==> src/rtl/johnson_pkg.sv <==
// Shared helpers for the Johnson ring generator:
// legal-code table, index lookup and direction encoding.
package johnson_pkg;

   localparam int JMAX_W = 64;

   localparam logic DIR_FWD = 1'b0;
   localparam logic DIR_REV = 1'b1;

   function automatic int johnson_idxw(input int w);
      return $clog2(2 * w);
   endfunction

   // Code for index k: low k bits set up to k=w, then high bits clear from the bottom.
   function automatic logic [JMAX_W-1:0] johnson_code(
      input int w,
      input int k
   );
      logic [JMAX_W-1:0] c;
      c = '0;
      for (int i = 0; i < JMAX_W; i++) begin
         if (i < w) begin
            c[i] = (k <= w) ? (i < k) : (i >= k - w);
         end
      end
      return c;
   endfunction

   function automatic logic johnson_is_legal(
      input logic [JMAX_W-1:0] q,
      input int                w
   );
      logic hit;
      hit = 1'b0;
      for (int k = 0; k < 2 * JMAX_W; k++) begin
         if (k < 2 * w && q == johnson_code(w, k)) begin
            hit = 1'b1;
         end
      end
      return hit;
   endfunction

   function automatic int johnson_index(
      input logic [JMAX_W-1:0] q,
      input int                w
   );
      int idx;
      idx = 0;
      for (int k = 0; k < 2 * JMAX_W; k++) begin
         if (k < 2 * w && q == johnson_code(w, k)) begin
            idx = k;
         end
      end
      return idx;
   endfunction

endpackage

==> src/rtl/johnson_decode.sv <==
// Combinational decode of a Johnson ring state into
// legality, binary index and one-hot phase.
module johnson_decode
   import johnson_pkg::*;
#(
   parameter int WIDTH = 4,
   parameter int IDXW  = johnson_idxw(WIDTH)
) (
   input  logic [WIDTH-1:0]   q,
   output logic               legal,
   output logic [IDXW-1:0]    phase_idx,
   output logic [2*WIDTH-1:0] phase
);

   logic [JMAX_W-1:0] q_ext;
   int                idx;

   always_comb begin
      q_ext            = '0;
      q_ext[WIDTH-1:0] = q;
      legal            = johnson_is_legal(q_ext, WIDTH);
      idx              = 0;
      if (legal) begin
         idx = johnson_index(q_ext, WIDTH);
      end
      phase_idx = IDXW'(idx);
      phase     = '0;
      if (legal) begin
         phase = (2*WIDTH)'(1) << phase_idx;
      end
   end

endmodule

==> src/rtl/johnson_ring_gen.sv <==
// Johnson ring sequencer: step, reverse, load,
// self-correction of illegal states, wrap/err pulses.
module johnson_ring_gen
   import johnson_pkg::*;
#(
   parameter int WIDTH = 4,
   parameter int IDXW  = johnson_idxw(WIDTH)
) (
   input  logic               clk,
   input  logic               reset,
   input  logic               en,
   input  logic               dir,
   input  logic               load,
   input  logic [WIDTH-1:0]   load_val,
   output logic [WIDTH-1:0]   q,
   output logic [2*WIDTH-1:0] phase,
   output logic [IDXW-1:0]    phase_idx,
   output logic               wrap,
   output logic               err
);

   logic              legal;
   logic              ld_legal;
   logic [JMAX_W-1:0] lv_ext;
   logic [WIDTH-1:0]  q_nxt;
   logic              wrap_nxt;
   logic              err_nxt;

   johnson_decode #(
      .WIDTH (WIDTH),
      .IDXW  (IDXW)
   ) u_decode (
      .q         (q),
      .legal     (legal),
      .phase_idx (phase_idx),
      .phase     (phase)
   );

   always_comb begin
      lv_ext            = '0;
      lv_ext[WIDTH-1:0] = load_val;
      ld_legal          = johnson_is_legal(lv_ext, WIDTH);
      q_nxt             = q;
      wrap_nxt          = 1'b0;
      err_nxt           = 1'b0;
      if (load) begin
         if (ld_legal) begin
            q_nxt = load_val;
         end else begin
            q_nxt   = '0;
            err_nxt = 1'b1;
         end
      end else if (!legal) begin
         q_nxt   = '0;
         err_nxt = 1'b1;
      end else if (en) begin
         if (dir == DIR_REV) begin
            q_nxt    = {~q[0], q[WIDTH-1:1]};
            wrap_nxt = (phase_idx == '0);
         end else begin
            q_nxt    = {q[WIDTH-2:0], ~q[WIDTH-1]};
            wrap_nxt = (phase_idx == IDXW'(2*WIDTH-1));
         end
      end
   end

   always_ff @(posedge clk) begin
      if (reset) begin
         q    <= '0;
         wrap <= 1'b0;
         err  <= 1'b0;
      end else begin
         q    <= q_nxt;
         wrap <= wrap_nxt;
         err  <= err_nxt;
      end
   end

endmodule

==> config.mk <==
export PLATFORM = sky130hd
export DESIGN_NAME = johnson_ring_gen
export DESIGN_NICKNAME = d
export VERILOG_FILES = /design/src/rtl/johnson_pkg.sv /design/src/rtl/johnson_decode.sv /design/src/rtl/johnson_ring_gen.sv
export SDC_FILE = /design/constraint.sdc
export NUM_CORES = 1
export LEC_CHECK = 0
export BUFFER_PORTS_ARGS = -buffer_cell sky130_fd_sc_hd__buf_2
export CORE_AREA = 3 3 40 42
export CTS_CLUSTER_SIZE = 14
export DETAILED_ROUTE_END_ITERATION = 10
export DIE_AREA = 0 0 43 45
export GPL_ROUTABILITY_DRIVEN = 0
export HOLD_SLACK_MARGIN = 0.05
export PLACE_DENSITY_LB_ADDON = 0.1
export SLEW_MARGIN = 20
export SYNTH_ARGS = -nofsm -noshare
export SYNTH_HDL_FRONTEND = slang
export SYNTH_SLANG_ARGS = --single-unit --ignore-timing --ignore-initial --compat-mode --unroll-limit 50000
==> constraint.sdc <==
create_clock -name clk -period 3 [get_ports clk]
set_input_delay 0.6 -clock clk [delete_from_list [all_inputs] [get_ports clk]]
set_output_delay 0.6 -clock clk [all_outputs]
set_load 0.01 [all_outputs]
==> summary.txt, run 1 <==
crit start category - register
Worst Hold Launch - reset
crit path time final - 2.023 ns
Residual DRC - 0
Crit Path Category - register to output pin
Fill cells - 127
Pins Over Slew Limit - 0
hold slack - 0.6005 ns
max cap viols - 0
Worst Path Arrival - 1.42 ns
reg-to-reg endpoint - q[1]
most common cell after layout, fill and taps aside - buf_2
post-CTS sizing - 0
WL final - 1338 um
post-synth top area share - 0.2096
Total Neg Setup Slack - 0 ns
biggest area consumer among synthesized cells - dfxtp_1
max frequency - 0.4942 GHz
# port buffers - 25
hold path cells - 2
diode count - 0
top flip-flop cell by instance count after synthesis - dfxtp_1
Hold Crit Class - input pin to register
Crit Reg-Reg Startpoint - q[0]
share of synthesized flip-flops with an asynchronous set or reset - 0
CTS root buffer - clkbuf_4
worst-skew pair later-pin latency - 0.24 ns
fin area - 709.4 um2
endpoints failing setup - 0
clock skew - 0.006162 ns
routed via count - 625
unrepaired setup endpoints after global routing - false
synth-to-layout area growth - 23.80%
top cells by area in the synthesized netlist - dfxtp_1 21%, mux2i_1 7.0%, nand2b_1 6.6%
largest net degree at the start of global routing - 16
post-cts hold buffer count - 0
DP HPWL - 1037 um
Sink Count - 6
Worst Hold End - q[3]
num rows - 13
vias in the first global route - 489
Die Width - 43 um
register area share after synthesis - 0.2096
leakage power - 0.3075 nW
Post-CTS Setup Inserts - 0
FF+latch area - 120.1 um2
Clock Tree Buf Depth - 2
most frequent cells in the layout - 25 x buf_2, 8 x nand2_1
CORE AREA - 1285 um2
Hold Vio Cnt, Final - 0
layout cells sized above 1 - 0.3535
Worst Reg-to-Reg Cells - 4
I/O pin count - 26
H-Tree Depth - 1
DIE HEIGHT - 45 um
Syn Nets - 87
DR vias/cell - 5.482
Critical Path Sink Type - output pin
post-synthesis register bit count - 6
DR WL/cell - 11.74 um
final net count - 110
TritonCTS Buffers - 3
Critical Path Fanout Max - 14
Clk pin slew, worst setup/hold paths - 0.05 ns
multi-input logic area - 415.4 um2
starting density of the core - 0.4460
DP Area - 686.9 um2
Worst EP required - 2.40 ns
status - finished clean
GR Util All Layers - 0.1508
antenna violations before repair - 0
GR Overflow Total - 0
Syn Area/Cell - 7.347 um2
CTS tree - built
Ys Warns - 0
cell count after synthesis - 78
Post-Syn Area - 573.1 um2
normalized max-slew margin - 0.6447
DIE AREA - 1935 um2
library cells used by synthesis - 33
worst vdd ir - 0.2566 mV
Least-Margin Pin Slew - 0.5322 ns
global-route wire length before repair - 2256 um
ANT nets after route - 0
Post-synth EDFFs - 0
final worst-path cycle share - 0.6745
Power Density - 396.0 nW/um2
initial drt markers - 13
TritonRoute pass-1 iters - 3
reg2reg setup slack - 1.32 ns
-- how the worst max path moves through the flow --
stage / cells after the start / startpoint / end / slack (ns)
2_1_floorplan: 3 / q[1] / phase_idx[1] / 1.35
3_3_place_gp: 3 / q[3] / phase[7] / 1.26
3_5_place_dp: 3 / q[3] / phase[7] / 1.24
4_1_cts: 3 / q[3] / phase[7] / 0.97
5_1_grt: 3 / q[3] / phase[7] / 0.87
6_report: 3 / q[3] / phase[7] / 0.98
-- routing by layer --
metal	up-vias	track usage	routed length, um
met5	-	0	0
met4	0	0.03614	0
met3	0	0.04781	98
met2	20	0.2275	613
met1	272	0.2101	626
li1	333	-	-
-- synth_stat cells, drive strengths merged (3+ instances only) --
cell type and n:
mux2i 4, nand2 8, nand2b 6, nor3 6, buf 4, o21ai 6
clkbuf 3, dfxtp 6, or2 3, nor2 6, a21oi 4, a32oi 3
-- worst max-delay path, stage by stage, from the launching register on --
cell and delay [ns]:
dfxtp_1 0.59, nand2b_1 0.17, nor3_1 0.23, buf_2 0.18
-- kinds of logic after synthesis --
logic type             count (synthesis)  share of synthesized area
AO/OA/AOI/OAI                         21                     0.2860
buffers and inverters                  9                    0.06549
multiplexers                           6                     0.1157
AND/OR/NAND/NOR                       35                     0.3079
flip-flops                             6                     0.2096
XOR/XNOR                               1                    0.01529
-- flip-flops by register name (all words and copies together), names as in the netlist --
register and flops:
err 1, q 4, wrap 1
-- final cells by class --
cell class,count,area share
multi-input combinational,63,0.5855
timing repair buffer,25,0.1764
sequential,6,0.1693
clock buffer,3,0.03175
tap,15,0.02646
inverter,2,0.01058
-- per-stage QoR --
step | cells | setup slack, ns | total power, W | utilization
floorplan | 78 | 1.350 | 0.0001767 | -
global placement | 111 | 1.261 | 0.0002084 | 0.5346
detailed placement | 111 | 1.243 | 0.0002087 | 0.5346
CTS | 114 | 0.9729 | 0.0002844 | 0.5521
global route | 114 | 0.8681 | 0.0003027 | 0.5521
finish | 114 | 0.9766 | 0.0002809 | 0.5521
-- report_power, final --
| group | leakage, nW | switching, W | total, W | internal (W) |
|---|---|---|---|---|
| Sequential | 0.0493 | 0.0000179 | 0.000104 | 0.0000865 |
| Combinational | 0.244 | 0.0000545 | 0.000103 | 0.0000485 |
| Clock | 0.0138 | 0.0000283 | 0.0000735 | 0.0000452 |
| Total | 0.307 | 0.000101 | 0.000281 | 0.000180 |
(Power assumes the default switching activity.)
==> inputs of run 2 (changes only) <==
--- a/config.mk
+++ b/config.mk
@@ -5,11 +5,12 @@
 export SDC_FILE = /design/constraint.sdc
 export NUM_CORES = 1
 export LEC_CHECK = 0
+export ABC_AREA = 1
 export BUFFER_PORTS_ARGS = -buffer_cell sky130_fd_sc_hd__buf_2
-export CORE_AREA = 3 3 40 42
+export CORE_AREA = 3 3 41 43
 export CTS_CLUSTER_SIZE = 14
 export DETAILED_ROUTE_END_ITERATION = 10
-export DIE_AREA = 0 0 43 45
+export DIE_AREA = 0 0 44 46
 export GPL_ROUTABILITY_DRIVEN = 0
 export HOLD_SLACK_MARGIN = 0.05
 export PLACE_DENSITY_LB_ADDON = 0.1
==> constraint.sdc (replaced) <==
create_clock -name clk -period 2.1 [get_ports clk]
set_input_delay 0.42 -clock clk [delete_from_list [all_inputs] [get_ports clk]]
set_output_delay 0.42 -clock clk [all_outputs]
set_load 0.01 [all_outputs]
==> summary.txt, run 2 <==
endpoints failing setup - 0
biggest area consumer among synthesized cells - dfxtp_1
share of synthesized flip-flops with an asynchronous set or reset - 0
num rows - 13
worst vdd ir - 0.2775 mV
I/O pin count - 26
status - finished clean
Post-synth EDFFs - 0
# port buffers - 25
Crit Path Category - register to output pin
critical path's most frequent cell - inv_1
ANT nets after route - 0
Worst EP required - 1.68 ns
Sink Count - 6
GR Util All Layers - 0.1607
register area share after synthesis - 0.2017
Total Power - 0.0004371 W
largest net degree at the start of global routing - 11
reg-to-reg endpoint - q[3]
max reg flops - 4
Power Density - 582.2 nW/um2
crit path time final - 1.825 ns
list of most frequent post-synthesis cells - 27 x nand2_1, 15 x nand3_1, 14 x inv_1
initial drt markers - 13
largest stage delay on the critical path - 0.54 ns
most common cell after layout, fill and taps aside - nand2_1
worst-skew pair later-pin latency - 0.24 ns
Residual DRC - 0
crit start category - register
count leader, synth - nand2_1
Total Neg Setup Slack - 0 ns
routed via count - 727
layout cells sized above 1 - 0.3740
top cells by area in the synthesized netlist - dfxtp_1 20%, nand2_1 17%, nand3_1 13%
most frequent cells in the layout - 27 x nand2_1, 25 x buf_2, 15 x nand3_1
DR WL/cell - 10.47 um
leakage power - 0.4496 nW
reg2reg setup slack - 0.75 ns
unrepaired setup endpoints after global routing - false
Hold Vio Cnt, Final - 0
Worst Reg-to-Reg Cells - 9
GR Overflow Total - 0
Post-CTS Setup Inserts - 0
TritonCTS Buffers - 3
Hold Crit Class - input pin to register
Largest regs - q (4), err (1), wrap (1)
Worst Hold Launch - reset
DR vias/cell - 4.979
final net count - 142
Syn Area/Cell - 5.672 um2
Die Width - 44 um
post-synthesis register bit count - 6
vias in the first global route - 604
Slowest cell on crit path - dfxtp_1
Clk pin slew, worst setup/hold paths - 0.04 ns
hold path cells - 4
Worst Path Arrival - 1.41 ns
DP HPWL - 1224 um
CTS root buffer - clkbuf_4
H-Tree Depth - 1
post-synth top area share - 0.2017
Pins Over Slew Limit - 0
starting density of the core - 0.4465
CORE AREA - 1334 um2
Critical Path Sink Type - output pin
Least-Margin Pin Slew - 0.3813 ns
synth-to-layout area growth - 26.05%
DIE AREA - 2024 um2
TritonRoute pass-1 iters - 4
Ys Warns - 0
Biggest register - q
max frequency - 0.5479 GHz
post-CTS sizing - 0
top flip-flop cell by instance count after synthesis - dfxtp_1
clock skew - 0.00006775 ns
Buf+Inv Stages, Crit Path - 3
max cap viols - 0
CTS tree - built
family with the most delay on the worst path - flip-flops
Clock Tree Buf Depth - 2
Crit Reg-Reg Startpoint - q[2]
Worst Hold End - err
Post-Syn Area - 595.6 um2
DIE HEIGHT - 46 um
Cell Chain, Critical Path - nor2_2, nand2_1, inv_1, nor2_1, inv_1, buf_2
normalized max-slew margin - 0.7454
library cells used by synthesis - 18
final worst-path cycle share - 0.8692
WL final - 1528 um
Syn Nets - 114
post-cts hold buffer count - 0
global-route wire length before repair - 2470 um
Critical Path Fanout Max - 9
Critical Path Start - q[0]
diode count - 0
cell count after synthesis - 105
antenna violations before repair - 0
## run 2: cell count changes in the layout (fill, tap and decap cells not counted), sizes merged, moves of 5 or more
cell	change
nor3	-5
inv	+18
nor2	+12
nand2b	-6
nand3	+15
o21ai	-5
nand2	+25
## run 2: per-stage QoR
step	instance area (um2)	setup WS (ns)	hold slack, ns	util	instances
after floorplan	595.6	0.6953	0.5717	-	105
after global placement	728.2	0.6103	0.7228	0.5460	143
after detailed placement	728.2	0.5283	0.7318	0.5460	143
after CTS	750.7	0.2584	0.4861	0.5629	146
after global routing	750.7	0.1219	0.5139	0.5629	146
final	750.7	0.2748	0.4967	0.5629	146
## run 2: logic make-up (layout without fill, tap and decap cells)
group,after synthesis,in the layout,share of synthesized area
AO/OA/AOI/OAI,7,7,0.07562
buffers and inverters,22,48,0.1450
flip-flops,6,6,0.2017
AND/OR/NAND/NOR,70,70,0.5777
## run 2: worst max path at each step
stage / end / cells past startpoint
floorplan: phase_idx[0] / 6
global placement: phase_idx[0] / 7
detailed placement: phase_idx[0] / 6
CTS: phase_idx[0] / 6
global route: phase_idx[0] / 6
finish: phase_idx[0] / 6
## run 2: routing by layer
metal	routed length (um)	share of wire	track usage
met2	707	0.46	0.2791
met4	12	0.0079	0.06627
met3	114	0.075	0.03557
met1	693	0.45	0.1893
met5	0	0	0
## run 2: final cells by class
type | instances | area (um2)
tap | 15 | 18.77
fill | 144 | 583.1
sequential | 6 | 120.1
multi-input combinational | 77 | 389.1
inverter | 20 | 75.07
clock buffer | 3 | 22.52
timing repair buffer | 25 | 125.1
## run 2: worst min-delay path: stages
cell     delay (ns)
buf_2          0.07
inv_1          0.08
nand2_1        0.08
a21oi_1        0.03
## run 2: power by group
group / internal (W) / total [W] / switching (W)
Combinational: 0.0000689 / 0.000189 / 0.000120
Sequential: 0.000125 / 0.000143 / 0.0000185
Clock: 0.0000645 / 0.000105 / 0.0000401
